### src/rtl/fetch_pkg.sv
// Shared definitions for the instruction-fetch slice: FSM states, default PC width
// and the relative-branch offset table consumed by branch_lut.
package fetch_pkg;

  typedef enum logic [1:0] {
    IDLE = 2'd0,
    RUN  = 2'd1,
    DONE = 2'd2
  } fetch_state_e;

  localparam int PCW_DEFAULT = 10;

  // Branch offsets indexed by how_high; the decoder team edits only these.
  localparam logic signed [PCW_DEFAULT-1:0] LUT_OFS0 = PCW_DEFAULT'(-3);
  localparam logic signed [PCW_DEFAULT-1:0] LUT_OFS1 = PCW_DEFAULT'(5);
  localparam logic signed [PCW_DEFAULT-1:0] LUT_OFS2 = PCW_DEFAULT'(-12);
  localparam logic signed [PCW_DEFAULT-1:0] LUT_OFS3 = PCW_DEFAULT'(20);

endpackage

### src/rtl/branch_lut.sv
// Combinational how_high -> signed relative branch offset, resized to the PC width.
module branch_lut
  import fetch_pkg::*;
#(
  parameter int W = PCW_DEFAULT
) (
  input  logic [1:0]          idx,
  output logic signed [W-1:0] offset
);

  // Signed source in a size cast sign-extends when W exceeds the table width.
  always_comb begin
    offset = W'(LUT_OFS0);
    unique case (idx)
      2'd0: offset = W'(LUT_OFS0);
      2'd1: offset = W'(LUT_OFS1);
      2'd2: offset = W'(LUT_OFS2);
      2'd3: offset = W'(LUT_OFS3);
      default: offset = W'(LUT_OFS0);
    endcase
  end

endmodule

### src/rtl/instr_fetch.sv
// Program counter, Start/Ack run handshake and next-PC selection for the
// single-cycle core. All outputs come straight from flops.
module instr_fetch
  import fetch_pkg::*;
#(
  parameter int PCW = PCW_DEFAULT
) (
  input  logic           Clk,
  input  logic           Reset,
  input  logic           Start,
  input  logic           Branch,
  input  logic           Taken,
  input  logic [1:0]     how_high,
  input  logic           Halt,
  output logic [PCW-1:0] prog_ctr,
  output logic           Ack,
  output logic           running
);

  fetch_state_e          state_q, state_d;
  logic [PCW-1:0]        pc_q, pc_d;
  logic                  ack_q, ack_d;
  logic                  running_q, running_d;
  logic signed [PCW-1:0] br_ofs;

  branch_lut #(.W(PCW)) u_lut (
    .idx    (how_high),
    .offset (br_ofs)
  );

  always_comb begin
    state_d = state_q;
    pc_d    = pc_q;
    unique case (state_q)
      IDLE: begin
        pc_d = '0;
        if (Start) state_d = RUN;
      end
      RUN: begin
        // Halt wins over a simultaneous taken branch so Ack reports the halt address.
        if (Halt)                 state_d = DONE;
        else if (Branch && Taken) pc_d = pc_q + $unsigned(br_ofs);
        else                      pc_d = pc_q + PCW'(1);
      end
      DONE: begin
        if (Start) begin
          state_d = IDLE;
          pc_d    = '0;
        end
      end
      default: begin
        state_d = IDLE;
        pc_d    = '0;
      end
    endcase
    // Status flags are registered copies of the next state, so no input reaches them combinationally.
    ack_d     = (state_d == DONE);
    running_d = (state_d == RUN);
  end

  always_ff @(posedge Clk) begin
    if (Reset) begin
      state_q   <= IDLE;
      pc_q      <= '0;
      ack_q     <= 1'b0;
      running_q <= 1'b0;
    end else begin
      state_q   <= state_d;
      pc_q      <= pc_d;
      ack_q     <= ack_d;
      running_q <= running_d;
    end
  end

  assign prog_ctr = pc_q;
  assign Ack      = ack_q;
  assign running  = running_q;

endmodule

### config.mk
export PLATFORM = sky130hd
export DESIGN_NAME = instr_fetch
export DESIGN_NICKNAME = d
export VERILOG_FILES = /design/src/rtl/fetch_pkg.sv /design/src/rtl/branch_lut.sv /design/src/rtl/instr_fetch.sv
export SDC_FILE = /design/constraint.sdc
export NUM_CORES = 1
export LEC_CHECK = 0
export CORE_MARGIN = 5
export CORE_UTILIZATION = 44
export DETAILED_ROUTE_END_ITERATION = 7
export MAX_ROUTING_LAYER = met4
export PLACE_DENSITY_LB_ADDON = 0.3
export SYNTH_ARGS = -nofsm -noshare
export SYNTH_HDL_FRONTEND = slang
export SYNTH_SLANG_ARGS = --single-unit
### constraint.sdc
create_clock -name Clk -period 4 [get_ports Clk]
set_input_delay 0.4 -clock Clk [delete_from_list [all_inputs] [get_ports Clk]]
set_output_delay 0.4 -clock Clk [all_outputs]
set_load 0.03 [all_outputs]
==> metrics <==
run status finished, final reports clean; Routed Antenna Nets 0; NetSw 0.00007603 W; TritonCTS clock tree yes; Setup CP Type in2reg; Crit path max-delay family simple AND/OR/NAND/NOR gates; number of synthesized flops with an enable pin 0; area grow syn2layout 22.82%; CP peak stage delay 0.53 ns; Die Area 0.003139 mm²; Final Setup Violations 0; Worst R2R Path Depth 8; Post-Route WL 2125 µm; crit path from Branch; Unique masters post-synth 36; router iterations before antenna repair 4; H-tree Lvls 1; P per Cell Area 256.6 mW/mm²; Synth Instances 112; Clk pwr share 35.7%; relative slew slack 39.15%; Crit path buffers/inverters 2; syn_nets 126; crit path max-delay cell type clkdlybuf4s50_1; initial drt markers 13; final hold vios 0; FF+latch count, synth 14; Reg2Reg Setup Slack 2.00 ns; CTS resizes 0; FF-to-FF End prog_ctr[6]$_SDFFE_PP0P_; drt drc 0; Avg Vias per Cell 5.675; num rows 16; DP Wirelength ~1600 µm; Syn. warnings 0; via count 891; Min Hold Slack 0.4836 ns; worst endpoint required time between 4 and 5 ns; largest net degree at the start of global routing 12; Async SR Flop Fraction 0%; leading area contributor after synthesis dfxtp_1; Sw Ratio 25.88%; initial antenna violation count 0; FMAX around 0.38 GHz; Die H 56.03 µm; clock root buffer clkbuf_4; total CTS buffers 3; share of the synthesized area in the top cell type 30.07%; max cap viols 0; Clock Skews 0.01007 ns; WL/cell 13.54 µm; die width 56.03 µm; Final min period 2.663 ns; final critical-path share of the clock period around 67%; total core area 0.001982 mm²; share of cells above drive strength 1 6.923%; via count of the first global-routing pass 855; CP arrival between 2 and 3 ns; WP depth 10; leak pwr ~0.45 nW; global route overflow 0; GP Congestion a little over 0.9; Post-CTS Hold Fix Bufs 0; Slew Limit Fails 0; mapped cell area 932.1 µm²; internal power 0.0002178 W; Worst Setup End Kind flop; crit path capture prog_ctr[9]$_SDFFE_PP0P_; RSZ-0062 raised after global routing no; Skew-Pair Late Insertion Delay 0.28 ns; total negative slack 0 ns; Max FO, Critical Path 10; CP Cell Sequence clkdlybuf4s50_1 -> nand3b_2 -> nand2_1 -> ha_1 -> inv_1 -> a21oi_1 -> nand4_2 -> o211a_1 -> or4_1 -> nand3_1; sequential share of power 49.7%; Initial Util 47.03%; peak supply drop 143.1 µV; pre-CTS WS 1.049 ns; Mean Syn Cell Area about 8.3 µm²; Port Buffers 19; CTS Sinks 14; first-pass GRT wire length 3684 µm; CTS Buffer Depth 2; nets 145; Comb power frac 14.6%; GRT Total Usage 14.57%; Min-Delay Path Class reg2reg; final core occ 57.77%; RR Startpoint prog_ctr[0]$_SDFFE_PP0P_; Area contributors post-synth dfxtp_1 (30%), ha_1 (8.1%), nand2_1 (6.8%); antenna cell count 0; register area share after synthesis a little under a third; # IOs 20; Worst Max-Slew Pin Slew 0.9128 ns; clock-pin slew of the registers on the worst-case setup and hold paths 0.10 ns; Primary FF master, synth dfxtp_1; setup ws final roughly 1.3 ns; setup repair bufs after CTS 0; Worst Setup Start Kind primary input
## synth_stat cells (2+ instances only)
library cell  instances
nand3_1               4
nor4_1                2
inv_1                 5
mux2i_1               3
a21oi_1               7
dfxtp_1              14
a22o_1                2
nand2_1              17
a31oi_1               3
nor3_1                3
ha_1                  6
xnor2_1               7
o211ai_1              2
o21ai_0              10
nor2_1                6
## final cells by class
type / count / area (µm²)
clock buffer: 4 / 36.28
multi-input combinational: 88 / 585.6
sequential: 14 / 280.3
tap: 27 / 33.78
timing repair buffer: 19 / 190.2
fill: 185 / 837.1
inverter: 5 / 18.77
## per-stage QoR
step                power (W)  instances  cell area [µm²]
floorplan           0.0001757        112            932.1
global placement    0.0001912        153             1109
detailed placement  0.0001920        153             1109
CTS                 0.0002957        157             1145
global route        0.0003061        157             1145
finish              0.0002938        157             1145
## routing by layer
metal	routed length, µm	global-route usage (%)
met4	59	5.763
met1	959	17.92
met3	114	2.784
met5	0	-
met2	991	23.37
## cell usage in the layout, fill, tap and decap left out, types with 2 or more instances in the layout
cell / n
ha_1: 6
o21ai_0: 10
clkbuf_4: 3
a21oi_1: 7
inv_1: 5
clkdlybuf4s50_1: 19
nand3_1: 4
a22o_1: 2
a31oi_1: 3
nor3_1: 3
mux2i_1: 3
nor4_1: 2
o211ai_1: 2
dfxtp_1: 14
xnor2_1: 7
nor2_1: 6
nand2_1: 17
## cells by family after synthesis
family	synth area share, %
flops	30.07
xor+xnor	6.577
compound gates	23.36
fa+ha+maj	8.053
mux	4.430
simple gates	20.40
buf+inv	7.114
## power groups by stage
stage	Combinational [W]	Clock (W)	Sequential, W
finish	0.0000428	0.000105	0.000146
global placement	0.0000423	0	0.000149
detailed placement	0.0000428	0	0.000149
global route	0.0000467	0.000113	0.000147
floorplan	0.0000226	0	0.000153
CTS	0.0000431	0.000107	0.000146
## tightest hold or removal path: stages, from the launching register on
cell and delay [ns]:
dfxtp_1 0.34, nand2_1 0.05, o21ai_0 0.06
## worst min-delay path by stage
stage,from,endpoint,slack (ns),depth (start not counted)
after CTS,prog_ctr[7]$_SDFFE_PP0P_,prog_ctr[7]$_SDFFE_PP0P_,0.49,2
final,prog_ctr[7]$_SDFFE_PP0P_,prog_ctr[7]$_SDFFE_PP0P_,0.48,2
after global placement,prog_ctr[8]$_SDFFE_PP0P_,prog_ctr[8]$_SDFFE_PP0P_,0.46,2
after floorplan,state_q[1]$_SDFF_PP0_,running$_SDFF_PP0_,0.46,1
after global routing,prog_ctr[4]$_SDFFE_PP0P_,prog_ctr[4]$_SDFFE_PP0P_,0.54,2
after detailed placement,prog_ctr[7]$_SDFFE_PP0P_,prog_ctr[7]$_SDFFE_PP0P_,0.48,2
## state kept, by name, indices dropped and copies added (netlist names)
| register | flops |
|---|---|
| Ack | 1 |
| running | 1 |
| prog_ctr | 10 |
| state_q | 2 |
Power figures use the tool's default switching activity.
